**src/rtl/mem_pkg.sv**
```systemverilog
// Shared sizing defaults and FSM state type for the SPRAM initiator port.
package mem_pkg;
  localparam int unsigned ASZ_DEF = 16;
  localparam int unsigned DSZ_DEF = 32;
  localparam int unsigned NLANE   = DSZ_DEF / 8;
  localparam int unsigned LW      = $clog2(NLANE);

  typedef enum logic [1:0] {IDLE, RDATA, RMW, WACK} port_st_t;
endpackage

```
**src/rtl/spram_lane.sv**
```systemverilog
// Byte-lane helpers: zero-extendable byte extract and single-lane merge into a word.
module spram_lane
  import mem_pkg::*;
#(
  parameter int unsigned DSZ = DSZ_DEF
) (
  input  logic [DSZ-1:0] vo_i,
  input  logic [LW-1:0]  lane_i,
  input  logic [7:0]     byte_i,
  output logic [7:0]     byte_o,
  output logic [DSZ-1:0] word_o
);
  always_comb begin
    byte_o                 = vo_i[8*lane_i +: 8];
    word_o                 = vo_i;
    word_o[8*lane_i +: 8]  = byte_i;
  end
endmodule

```
**src/rtl/spram_port.sv**
```systemverilog
// Initiator-side SPRAM controller: word/byte reads and writes over valid/ready.
// MEM_BYTE_EN enables byte access (byte stores via read-modify-write).
module spram_port
  import mem_pkg::*;
#(
  parameter int unsigned ASZ = ASZ_DEF,
  parameter int unsigned DSZ = DSZ_DEF
) (
  input  logic             clk,
  input  logic             rst,
  input  logic             req_valid,
  output logic             req_ready,
  input  logic             req_we,
  input  logic             req_byte,
  input  logic [ASZ+1:0]   req_addr,
  input  logic [DSZ-1:0]   req_wdata,
  output logic             rsp_valid,
  output logic [DSZ-1:0]   rsp_rdata,
  output logic             mem_we,
  output logic [ASZ-1:0]   mem_a,
  output logic [DSZ-1:0]   mem_vi,
  input  logic [DSZ-1:0]   mem_vo
);
  port_st_t       state_q, state_d;
  logic [ASZ-1:0] addr_q, addr_d;
  logic           accept;

`ifdef MEM_BYTE_EN
  logic [LW-1:0]  lane_q, lane_d;
  logic [7:0]     wbyte_q, wbyte_d;
  logic           byte_q, byte_d;
  logic [7:0]     rd_byte;
  logic [DSZ-1:0] merged;

  spram_lane #(
    .DSZ (DSZ)
  ) u_lane (
    .vo_i   (mem_vo),
    .lane_i (lane_q),
    .byte_i (wbyte_q),
    .byte_o (rd_byte),
    .word_o (merged)
  );
`else
  logic unused_byte;
  assign unused_byte = ^{req_byte, req_addr[LW-1:0]};
`endif

  always_comb begin
    state_d   = state_q;
    addr_d    = addr_q;
`ifdef MEM_BYTE_EN
    lane_d    = lane_q;
    wbyte_d   = wbyte_q;
    byte_d    = byte_q;
`endif
    req_ready = (state_q == IDLE) && !rst;
    accept    = req_valid && req_ready;
    mem_we    = 1'b0;
    mem_a     = addr_q;
    mem_vi    = req_wdata;
    rsp_valid = 1'b0;
    rsp_rdata = '0;

    unique case (state_q)
      IDLE: begin
        if (accept) begin
          // Address goes to the SPRAM in the accept cycle; word accesses align down.
          mem_a  = req_addr[ASZ+LW-1:LW];
          addr_d = req_addr[ASZ+LW-1:LW];
`ifdef MEM_BYTE_EN
          lane_d  = req_addr[LW-1:0];
          wbyte_d = req_wdata[7:0];
          byte_d  = req_byte;
          if (req_we && !req_byte) begin
            mem_we  = 1'b1;
            state_d = WACK;
          end else if (req_we) begin
            state_d = RMW;
          end else begin
            state_d = RDATA;
          end
`else
          if (req_we) begin
            mem_we  = 1'b1;
            state_d = WACK;
          end else begin
            state_d = RDATA;
          end
`endif
        end
      end
      RDATA: begin
        rsp_valid = 1'b1;
`ifdef MEM_BYTE_EN
        rsp_rdata = byte_q ? DSZ'(rd_byte) : mem_vo;
`else
        rsp_rdata = mem_vo;
`endif
        state_d   = IDLE;
      end
`ifdef MEM_BYTE_EN
      RMW: begin
        mem_we  = 1'b1;
        mem_vi  = merged;
        state_d = WACK;
      end
`endif
      WACK: begin
        rsp_valid = 1'b1;
        state_d   = IDLE;
      end
      default: state_d = IDLE;
    endcase

    // Reset must cancel an in-flight merged write and any response.
    if (rst) begin
      mem_we    = 1'b0;
      rsp_valid = 1'b0;
    end
  end

  always_ff @(posedge clk) begin
    if (rst) begin
      state_q <= IDLE;
      addr_q  <= '0;
`ifdef MEM_BYTE_EN
      lane_q  <= '0;
      wbyte_q <= '0;
      byte_q  <= 1'b0;
`endif
    end else begin
      state_q <= state_d;
      addr_q  <= addr_d;
`ifdef MEM_BYTE_EN
      lane_q  <= lane_d;
      wbyte_q <= wbyte_d;
      byte_q  <= byte_d;
`endif
    end
  end
endmodule

```
**config.mk**
```make
export PLATFORM = sky130hd
export DESIGN_NAME = spram_port
export DESIGN_NICKNAME = d
export VERILOG_FILES = /design/src/rtl/mem_pkg.sv /design/src/rtl/spram_lane.sv /design/src/rtl/spram_port.sv
export SDC_FILE = /design/constraint.sdc
export NUM_CORES = 1
export LEC_CHECK = 0
export ABC_AREA = 1
export BUFFER_PORTS_ARGS = -buffer_cell sky130_fd_sc_hd__buf_2
export CAP_MARGIN = 40
export CORE_ASPECT_RATIO = 1.1
export CORE_MARGIN = 4
export CORE_UTILIZATION = 35
export DETAILED_ROUTE_END_ITERATION = 7
export PLACE_DENSITY = 0.82
export SYNTH_ARGS = -nofsm -noshare
export SYNTH_HDL_FRONTEND = slang
export SYNTH_SLANG_ARGS = --single-unit
export TNS_END_PERCENT = 50
```
**constraint.sdc**
```tcl
create_clock -name clk -period 1.9 [get_ports clk]
set_clock_uncertainty 0.15 [all_clocks]
set_input_delay 0.095 -clock clk [delete_from_list [all_inputs] [get_ports clk]]
set_output_delay 0.095 -clock clk [all_outputs]
set_load 0.005 [all_outputs]
```
==> impl_metrics.tcl <==
set metrics [dict create \
    status "finished clean" \
    placedCellCount 363 \
    min_period_ns 1.702 \
    die_area_um2 5459 \
    pin_count 170 \
    vias 1530 \
    fin_util 0.4513 \
    synth_nets 335 \
    nFillCells 451 \
    cts_tree "done" \
    cts_buffers 3 \
    grt_pass1_vias 1443 \
    setup_slack_ns 0.1978 \
    clockBufferDepth 2 \
    drive_gt1_frac 0.4114 \
    multi_input_area_um2 494.2 \
    rsz0062_at_grt "no" \
    wl_per_cell_um 10.57 \
    cp.arrival_ns 1.46 \
    drc 0 \
    htreeDepth 1 \
    worst_slew_pin_slew_ns 0.3614 \
    seq_area_frac_synth 0.2372 \
    antenna_cells 0 \
    clk_latency_ns 0.26 \
    drt_wl_total_um 3890 \
    die_w_um 70.81 \
    grt_max_degree 33 \
    whs_ns 0.02937 \
    grtUsageTotal 0.1382 \
    setup.worst_path.end_class "primary output" \
    r2r_setup_slack_ns 0.56 \
    max_freq_mhz 587.5 \
    cts_root_buf "clkbuf_8" \
    preCtsSetupSlack_ns 0.4686 \
    antenna_found_initial 0 \
    hold_path.class "in -> reg" \
    critical_path_class "reg -> out" \
    slew-limit-headroom 0.7591 \
    clk_pin_slew_ns 0.07 \
    dr.pass1.iters 3 \
    register_area_um2 360.3 \
    gr-total-overflow 0 \
    dr.first_iter.drc_count 25 \
    final_cell_area_um2 1843 \
    syn_avg_cell_area_um2 6.125 \
    io_buffers 102 \
    vias_per_cell 4.158 \
    fin_total_pwr_mw 1.038 \
    start_kind "flip-flop" \
    yosys_warnings 0 \
    setup-tns-final_ns 0 \
    cts_sinks 18 \
    finalNetCount 404 \
    rows 24 \
    power_density_nw_per_um2 563.1 \
    p_leak_nw 1.341 \
    ant_nets 0 \
    synth_cell_types 16 \
    stdcell_count 368 \
    path_max_fanout 19 \
    required_ns 1.65 \
    slew_viol_final 0 \
    areaGrowthSynthToFinish_pct 21.33 \
    hold_violations 0 \
    period_share 0.8959 \
    cap_violations 0 \
    grt_pass1_wl_um 6320 \
    synth_cells 248 \
    detailed_place_hpwl_um 3114 \
    die_y_um 77.09 \
    start_util 0.3719 \
    irDropWorstVdd_mv 0.4111 \
    syn_area_um2 1519 \
    synth-seq-cells 18 \
    setup_viol 0 \
    coreArea_um2 4084 \
    dpl-instance-area_um2 1778 \
    place.gp.congestion 0.7397 \
]
## final timing paths
| path | end | from | depth (start not counted) |
|---|---|---|---|
| max | mem_a[0] | state_q[0]$_SDFFE_PP0P_ | 6 |
| min reg2reg | addr_q[5]$_SDFF_PP0_ | addr_q[5]$_SDFF_PP0_ | 4 |
| min | addr_q[9]$_SDFF_PP0_ | req_addr[11] | 5 |
| max reg2reg | addr_q[0]$_SDFF_PP0_ | state_q[0]$_SDFFE_PP0P_ | 5 |
## cells by family after synthesis
group	count (synthesis)	share of synthesized area
simple gates	103	0.3254
flops	18	0.2372
buf+inv	127	0.4374
## area by class of cell
| class | count | area share |
|---|---|---|
| inverters | 84 | 0.1724 |
| repair buffers | 107 | 0.2987 |
| multi-input cells | 103 | 0.2682 |
| flip-flops and latches | 18 | 0.1955 |
| clock buffers | 4 | 0.02987 |
| well taps | 52 | 0.03530 |
## per-layer routing
layer	vias to the layer above	routed length, um	GRT usage
li1	794	-	-
met4	0	65	0.05827
met2	78	1946	0.2523
met5	-	0	0
met1	649	1473	0.1422
met3	9	404	0.04444
## placed cells by master, fill, tap and decap left out
master	count
buf_2	102
or2_1	1
inv_1	83
nand3_4	1
buf_4	4
inv_4	1
dlygate4sd3_1	1
nor2_2	10
clkbuf_8	4
nor2_1	41
nor2_4	1
nand2_2	7
nand4_1	16
dfxtp_1	18
nor3_1	1
nand2_1	25
## worst max-delay path: stages (launching register included)
cell and delay [ns]:
dfxtp_1 0.35, nor2_4 0.23, nand3_4 0.27, nand2_1 0.14, nand2_1 0.07, inv_1 0.05, buf_2 0.10
## report_power, final
part | internal (mW) | switching (mW)
Clock | 0.184 | 0.132
Sequential | 0.403 | 0.00809
Combinational | 0.140 | 0.170
Total | 0.728 | 0.310
## timing repair
action | 4_1_cts | 5_1_grt
endpoints found under the hold margin | 1 | 0
gates resized for setup | 0 | 0
hold buffers | 1 | 0
endpoints found under the setup margin | 0 | 0
setup buffers | 0 | 0
## cells in the mapped netlist
cell type	instances	area share
buf_2	2	0.0066
buf_4	34	0.17
buf_6	6	0.044
clkbuf_8	1	0.0091
dfxtp_1	18	0.24
inv_1	83	0.21
inv_4	1	0.0041
nand2_1	25	0.062
nand2_2	7	0.029
nand3_4	1	0.012
nand4_1	16	0.066
nor2_1	41	0.10
nor2_2	10	0.041
nor2_4	1	0.0074
nor3_1	1	0.0033
or2_1	1	0.0041
## sequential cells by signal (all words and copies together) (netlist names)
signal and flops:
addr_q 16, state_q 2
Note: power is estimated with default switching activity, not from simulation.
